File: config.mk
export PLATFORM = sky130hd
export DESIGN_NAME = mem_arbiter
export DESIGN_NICKNAME = d
export VERILOG_FILES = /design/src/rtl/mem_arbiter.sv
export SDC_FILE = /design/constraint.sdc
export NUM_CORES = 1
export LEC_CHECK = 0
export BUFFER_PORTS_ARGS = -buffer_cell sky130_fd_sc_hd__buf_2
export CAP_MARGIN = 15
export CORE_UTILIZATION = 23
export DETAILED_ROUTE_END_ITERATION = 16
export GPL_ROUTABILITY_DRIVEN = 0
export HOLD_SLACK_MARGIN = 0.05
export PLACE_DENSITY = 0.46
export SETUP_SLACK_MARGIN = 0.4
export SLEW_MARGIN = 20
export SYNTH_ARGS = -nofsm -noshare
export SYNTH_HDL_FRONTEND = slang
export SYNTH_SLANG_ARGS = --single-unit
export TNS_END_PERCENT = 50
File: constraint.sdc
create_clock -name clk -period 3.3 [get_ports clk]
set_clock_uncertainty 0.2 [all_clocks]
set_input_delay 0.495 -clock clk [delete_from_list [all_inputs] [get_ports clk]]
set_output_delay 0.495 -clock clk [all_outputs]
set_load 0.01 [all_outputs]
File: src/rtl/mem_arbiter.sv
// mem_arbiter: shares one memory port between fetch and load/store.
// Round-robin on ties, bounded wait with optional timeout.
module mem_arbiter #(
  parameter logic [7:0] TIMEOUT = 8'd255
) (
  input  logic        clk,
  input  logic        rst,
  input  logic        if_ce_i,
  input  logic [31:0] if_addr_i,
  output logic [31:0] if_data_o,
  output logic        if_ready_o,
  input  logic        mem_ce_i,
  input  logic        mem_we_i,
  input  logic [31:0] mem_addr_i,
  input  logic [3:0]  mem_sel_i,
  input  logic [31:0] mem_data_i,
  output logic [31:0] mem_data_o,
  output logic        mem_ready_o,
  output logic        bus_req_o,
  output logic        bus_we_o,
  output logic [31:0] bus_addr_o,
  output logic [31:0] bus_data_o,
  output logic [3:0]  bus_sel_o,
  input  logic [31:0] bus_data_i,
  input  logic        bus_ack_i,
  output logic        stallreq_o,
  output logic        err_o
);

  typedef enum logic [1:0] {
    IDLE    = 2'd0,
    GRANT_I = 2'd1,
    GRANT_D = 2'd2
  } state_t;

  state_t      state;
  logic        last_d;
  logic [7:0]  cnt;
  logic [7:0]  cnt_nxt;
  logic        tmo;
  logic        pick_d;

  // Wait counter step and timeout detect; ack has priority over timeout
  assign cnt_nxt = cnt + 8'd1;
  assign tmo     = (TIMEOUT != 8'd0) && (cnt_nxt == TIMEOUT);

  // Data side wins unless fetch also asks and data went last
  assign pick_d  = mem_ce_i & (~if_ce_i | ~last_d);

  // Stall the pipeline while any request is still outstanding
  assign stallreq_o = (if_ce_i & ~if_ready_o)
                    | (mem_ce_i & ~mem_ready_o);

  // Arbitration FSM with registered bus and completion outputs
  always_ff @(posedge clk or negedge rst) begin
    if (!rst) begin
      state       <= IDLE;
      last_d      <= 1'b0;
      cnt         <= 8'd0;
      bus_req_o   <= 1'b0;
      bus_we_o    <= 1'b0;
      bus_addr_o  <= 32'h0;
      bus_data_o  <= 32'h0;
      bus_sel_o   <= 4'h0;
      if_data_o   <= 32'h0;
      if_ready_o  <= 1'b0;
      mem_data_o  <= 32'h0;
      mem_ready_o <= 1'b0;
      err_o       <= 1'b0;
    end else begin
      if_ready_o  <= 1'b0;
      mem_ready_o <= 1'b0;
      err_o       <= 1'b0;
      unique case (state)
        IDLE: begin
          if (pick_d) begin
            bus_req_o  <= 1'b1;
            bus_we_o   <= mem_we_i;
            bus_addr_o <= mem_addr_i;
            bus_sel_o  <= mem_sel_i;
            bus_data_o <= mem_data_i;
            cnt        <= 8'd0;
            last_d     <= 1'b1;
            state      <= GRANT_D;
          end else if (if_ce_i) begin
            bus_req_o  <= 1'b1;
            bus_we_o   <= 1'b0;
            bus_addr_o <= if_addr_i;
            bus_sel_o  <= 4'hF;
            bus_data_o <= 32'h0;
            cnt        <= 8'd0;
            last_d     <= 1'b0;
            state      <= GRANT_I;
          end
        end
        GRANT_I: begin
          if (bus_ack_i) begin
            if_data_o  <= bus_data_i;
            if_ready_o <= 1'b1;
            bus_req_o  <= 1'b0;
            state      <= IDLE;
          end else if (tmo) begin
            if_data_o  <= 32'h0;
            if_ready_o <= 1'b1;
            err_o      <= 1'b1;
            bus_req_o  <= 1'b0;
            state      <= IDLE;
          end else begin
            cnt <= cnt_nxt;
          end
        end
        GRANT_D: begin
          if (bus_ack_i) begin
            if (!bus_we_o) mem_data_o <= bus_data_i;
            mem_ready_o <= 1'b1;
            bus_req_o   <= 1'b0;
            state       <= IDLE;
          end else if (tmo) begin
            mem_data_o  <= 32'h0;
            mem_ready_o <= 1'b1;
            err_o       <= 1'b1;
            bus_req_o   <= 1'b0;
            state       <= IDLE;
          end else begin
            cnt <= cnt_nxt;
          end
        end
        default: state <= IDLE;
      endcase
    end
  end

endmodule

==> results.sh, run 1 <==
export IMPL_fmax_mhz=450
export IMPL_powerDensity_mw_per_mm2=980
export IMPL_wl_met2_um=9520
export IMPL_drt_met1_wl_um=8710
export IMPL_r2r_start="cnt[0]"
export IMPL_htreeDepth=4
export IMPL_layout_drive_gt1_share=0.384
export IMPL_drv_cap=0
export IMPL_cts_root_buf="clkbuf_16"
export IMPL_start_kind="flip-flop"
export IMPL_syn_area_per_cell_um2=11.1
export IMPL_crit_buf_inv=0
export IMPL_cp_slowest_stage_delay_ns=0.44
export IMPL_final_nets=973
export IMPL_drt_iter0_drc=241
export IMPL_grt_pass1_vias=5131
export IMPL_hold_viol=0
export IMPL_mostFrequentLayoutCells="274 x buf_2, 147 x dfrtp_1, 114 x nand2_1"
export IMPL_cp_top_family="compound AO/OA/AOI/OAI gates"
export IMPL_grt_first_pass_wirelength_um=30300
export IMPL_worstPathArrival_ns=2.33
export IMPL_detail_route_wl_per_cell_um=16.2
export IMPL_layout_commonest_cell="buf_2"
export IMPL_holdCritPathClass="in2reg"
export IMPL_setup_tns_ns=0
export IMPL_clock_path_buffers=2
export IMPL_crit_slowest_cell="dfrtp_1"
export IMPL_final_cell_area_mm2=0.00863
export IMPL_clk_pin_slew_ns=0.07
export IMPL_die_x_um=168
export IMPL_setup_violations=0
export IMPL_coreArea_mm2=0.0270
export IMPL_syn_instance_count=568
export IMPL_period_share=0.674
export IMPL_hold_start="mem_data_i[12]"
export IMPL_synth_edff_count=0
export IMPL_place_area_mm2=0.00803
export IMPL_layout_min_cycle_time_ns=2.22
export IMPL_whs_ns=0.0875
export IMPL_cts_tree="built"
export IMPL_crit_start="cnt[0]"
export IMPL_synth_ff_type="dfrtp_1"
export IMPL_topRoutingLayerUsed="met4"
export IMPL_wl_met3_um=816
export IMPL_gr_total_overflow=0
export IMPL_worstPathCellList="ha_1 > xnor2_1 > nor3_2 > a21o_4 > nand2_4 > a22o_1"
export IMPL_synth_largest_area_cell="dfrtp_1"
export IMPL_endpoint_kind="flip-flop"
export IMPL_ant_nets=0
export IMPL_worstSetupPathType="reg2reg"
export IMPL_firstDrtPassIters=4
export IMPL_diodes=0
export IMPL_clock_sinks=148
export IMPL_area_delta_synth_final_pct=36.5
export IMPL_antenna_found_initial=0
export IMPL_drc=0
export IMPL_p_total_mw=8.45
export IMPL_outcome="complete, no violations"
export IMPL_vias_per_cell=4.43
export IMPL_die_area_mm2=0.0282
export IMPL_ys_ff_latch=148
export IMPL_required_ns=3.40
export IMPL_syn_area_mm2=0.00632
export IMPL_yosysSeqAreaShare=0.586
export IMPL_path_max_fanout=33
export IMPL_grt_usage=0.139
export IMPL_drv_slew=0
export IMPL_yosys_warnings=0
export IMPL_hpwl_um=13400
export IMPL_die_h_um=168
export IMPL_portBuffers=275
export IMPL_ioPinCount=276
export IMPL_max_slew_margin_rel=0.458
export IMPL_power_leakage_nw=4.29
export IMPL_synth_async_reset_ratio=1.00
export IMPL_dr_total_vias=5241
export IMPL_tightestPinTransition_ns=0.813
export IMPL_peakVddDrop_uv=398
export IMPL_start_util=0.235
export IMPL_clkLatencyLatePin_ns=0.41
export IMPL_cts_buffers=17
export IMPL_rsz0062_at_grt="no"
export IMPL_yosysUniqueCellTypes=30
export IMPL_synth_top_area_frac=0.586
export IMPL_wl_um=19200
export IMPL_grt_max_degree=96
export IMPL_synth_nets=712
export IMPL_synth_area_leaders="dfrtp_1 59%, a22o_1 14%, nand2_1 6.8%"
export IMPL_num_rows=60
==> metal layers <==
metal | global-route usage | up-vias
li1 | - | 2569
met1 | 0.184 | 2520
met2 | 0.226 | 145
met3 | 0.0296 | 7
met4 | 0.0411 | 0
met5 | 0 | -
==> flip-flops by register name, summed over array words and instances, names as in the netlist <==
name,count
mem_data_o,32
err_o,1
bus_addr_o,32
bus_data_o,32
if_data_o,32
cnt,8
last_d,1
bus_sel_o,4
if_ready_o,1
bus_req_o,1
state,2
bus_we_o,1
mem_ready_o,1
==> layout make-up <==
cell class                      count  area [um^2]
Fill cell                        2785        18300
Clock inverter                     14          156
Inverter                            8         30.0
Clock buffer                       18          429
Multi-Input combinational cell    368         2390
Timing Repair Buffer              286         1490
Sequential cell                   148         3700
Tap cell                          341          427
==> power by group <==
group | switching [mW] | internal [mW] | leakage, nW
Combinational | 1.79 | 1.45 | 2.17
Sequential | 0.560 | 2.66 | 1.83
Clock | 0.900 | 1.08 | 0.290
==> path summary, 6_finish.rpt <==
check | endpoint | slack [ns] | cells past startpoint
hold / removal | bus_data_o[12] | 0.09 | 2
min in group asynchronous | if_data_o[16] | 0.42 | 2
max in group asynchronous | bus_addr_o[5] | 1.71 | 3
setup reg to reg | mem_data_o[4] | 1.08 | 6
setup / recovery | mem_data_o[4] | 1.08 | 6
hold reg to reg | bus_addr_o[20] | 0.28 | 2
==> what timing repair did <==
action / CTS / global route
resized for setup: 0 / 0
buffers inserted: 0 / 0
hold endpoints to repair: 61 / 0
hold buffers: 1 / 0
==> through the flow <==
stage | cells | setup WS [ns] | utilization
after floorplan | 568 | 1.37 | -
after global placement | 1150 | 1.05 | 0.298
after detailed placement | 1150 | 0.998 | 0.298
after CTS | 1183 | 1.06 | 0.320
after global routing | 1183 | 0.970 | 0.320
final | 1183 | 1.08 | 0.320
==> cell families (layout without fill, tap and decap cells) <==
group	Yosys count	count (layout)	share of synthesized area
flops	148	148	0.586
buf+inv	52	326	0.0396
xor+xnor	2	2	0.00277
simple gates	136	136	0.0875
mux	34	34	0.0538
fa+ha+maj	6	6	0.0119
compound gates	190	190	0.219
==> cell usage after synthesis (3+ instances only) <==
library cell,count
a21o_1,3
a21oi_1,3
a22o_1,100
buf_2,8
buf_6,6
clkbuf_1,29
dfrtp_1,148
ha_1,6
inv_1,8
mux2i_1,34
nand2_1,114
nand3_1,6
nor2_1,7
o21ai_0,70
o22a_1,4
o31ai_1,3
==> worst reg2reg max path: stages (launching register included) <==
cell,delay [ns]
dfrtp_1,0.44
ha_1,0.26
xnor2_1,0.14
nor3_2,0.25
a21o_4,0.22
nand2_4,0.25
a22o_1,0.35
Note: power is estimated with default switching activity, not from simulation.
==> run 2: changes to the inputs <==
==> constraint.sdc (replaced) <==
create_clock -name clk -period 2.2 [get_ports clk]
set_clock_uncertainty 0.2 [all_clocks]
set_input_delay 0.33 -clock clk [delete_from_list [all_inputs] [get_ports clk]]
set_output_delay 0.33 -clock clk [all_outputs]
set_load 0.01 [all_outputs]
==> run 2 against run 1 <==
  * Final area up 21%
  * Via count up 13%
  * Core utilization up 6.6 points
==> results.sh, run 2 (synthesis gave the netlist of run 1 again) <==
export IMPL_die_area_mm2=0.0282
export IMPL_clk_pin_slew_ns=0.07
export IMPL_crit_slowest_cell="dfrtp_2"
export IMPL_diodes=0
export IMPL_powerDensity_mw_per_mm2=1300
export IMPL_cts_tree="built"
export IMPL_tightestPinTransition_ns=0.404
export IMPL_layout_commonest_cell="buf_2"
export IMPL_reg2reg_to="if_data_o[4]"
export IMPL_clkLatencyLatePin_ns=0.41
export IMPL_clock_sinks=148
export IMPL_max_slew_margin_rel=0.731
export IMPL_cp_top_family="compound AO/OA/AOI/OAI gates"
export IMPL_crit_buf_inv=1
export IMPL_holdCritPathClass="in2reg"
export IMPL_crit_start="cnt[1]"
export IMPL_htreeDepth=4
export IMPL_detail_route_wl_per_cell_um=16.8
export IMPL_worstSetupPathType="reg2reg"
export IMPL_drt_iter0_drc=285
export IMPL_required_ns=2.30
export IMPL_dpl_cell_count=1156
export IMPL_path_max_fanout=8
export IMPL_ff2ff_setup_slack_ns=0.18
export IMPL_endpoint_kind="flip-flop"
export IMPL_vias_per_cell=4.47
export IMPL_start_kind="flip-flop"
export IMPL_crit_cells=7
export IMPL_die_x_um=168
export IMPL_ioPinCount=276
export IMPL_stdcell_count=1330
export IMPL_num_rows=60
export IMPL_die_h_um=168
export IMPL_power_leakage_nw=4.99
export IMPL_worstPathArrival_ns=2.12
export IMPL_drv_cap=0
export IMPL_firstDrtPassIters=4
export IMPL_grt_max_degree=53
export IMPL_layout_drive_gt1_share=0.379
export IMPL_grt_usage=0.160
export IMPL_worstPathCellList="ha_4 > xnor2_4 > nor3_4 > a21o_4 > buf_6 > nand2_8 > a22o_1"
export IMPL_outcome="complete, no violations"
export IMPL_ant_nets=0
export IMPL_wl_um=22300
export IMPL_portBuffers=275
export IMPL_setup_violations=0
export IMPL_gr_total_overflow=0
export IMPL_coreArea_mm2=0.0270
export IMPL_final_nets=1120
export IMPL_antenna_found_initial=0
export IMPL_cp_endpoint="if_data_o[4]"
export IMPL_peakVddDrop_uv=535
export IMPL_grt_pass1_vias=6156
export IMPL_cts_buffers=17
export IMPL_clock_path_buffers=2
export IMPL_mostFrequentLayoutCells="274 x buf_2, 143 x dfrtp_1, 118 x dlygate4sd3_1"
export IMPL_r2r_start="cnt[1]"
export IMPL_start_util=0.235
export IMPL_drv_slew=0
export IMPL_setup_tns_ns=0
export IMPL_area_delta_synth_final_pct=64.8
export IMPL_hpwl_um=13700
export IMPL_layout_min_cycle_time_ns=2.02
export IMPL_fmax_mhz=495
export IMPL_drc=0
export IMPL_ff2ff_path_depth=7
export IMPL_cp_slowest_stage_delay_ns=0.46
export IMPL_hold_viol=0
export IMPL_grt_first_pass_wirelength_um=34700
export IMPL_period_share=0.919
export IMPL_cts_root_buf="clkbuf_16"
export IMPL_dr_total_vias=5948
export IMPL_rsz0062_at_grt="yes"
export IMPL_hold_start="if_addr_i[29]"
run 2: what timing repair did:
item | CTS | global route
endpoints found under the hold margin | 241 | 0
gates resized for setup | 29 | 20
setup buffers | 13 | 5
hold buffers | 118 | 0
cloned | 6 | 0
pin swaps | 69 | 4
endpoints found under the setup margin | 128 | 148
run 2: metal layers:
metal  vias up  track usage  wire (um)
li1       2863            -          -
met3        32       0.0339        969
met2       180        0.265      10900
met5         -            0          0
met4         0       0.0550        504
met1      2873        0.205       9940
run 2: how the worst min path moves through the flow:
| stage | end | slack, ns | cells past startpoint |
|---|---|---|---|
| 5_1_grt | bus_addr_o[14] | 0.07 | 3 |
| 2_1_floorplan | bus_addr_o[0] | -0.17 | 0 |
| 3_5_place_dp | bus_data_o[20] | 0.06 | 1 |
| 6_report | bus_addr_o[29] | 0.05 | 3 |
| 3_3_place_gp | bus_data_o[20] | 0.06 | 1 |
| 4_1_cts | bus_addr_o[2] | 0.05 | 3 |
run 2: stage by stage:
stage / power, mW / hold WS, ns / utilization / area, um^2 / setup WS (ns)
finish: 13.5 / 0.0530 / 0.387 / 10400 / 0.178
global placement: 10.0 / 0.0586 / 0.303 / 8150 / 0.122
floorplan: 7.67 / -0.166 / - / 6330 / 0.361
detailed placement: 10.0 / 0.0600 / 0.303 / 8150 / 0.0940
CTS: 13.6 / 0.0500 / 0.382 / 10300 / 0.198
global route: 14.5 / 0.0748 / 0.387 / 10400 / 0.110
run 2: area by class of cell:
class | count | area (um^2)
Fill cell | 2636 | 16500
Sequential cell | 148 | 3710
Timing Repair Buffer | 427 | 2980
Multi-Input combinational cell | 374 | 2680
Clock buffer | 18 | 429
Tap cell | 341 | 427
Clock inverter | 14 | 168
Inverter | 8 | 30.0
run 2: where the power goes:
part | switching (mW) | total, mW | internal (mW) | leakage, nW
registers | 0.844 | 4.84 | 3.99 | 1.83
clock network | 1.34 | 2.96 | 1.62 | 0.288
logic | 3.03 | 5.72 | 2.68 | 2.87
run 2: worst reg2reg max path, delay by kind of cell (launching register included):
family,cells,cell delay (ns)
buf+inv,1,0.17
flops,1,0.46
simple gates,2,0.25
compound gates,2,0.48
xor+xnor,1,0.14
fa+ha+maj,1,0.21
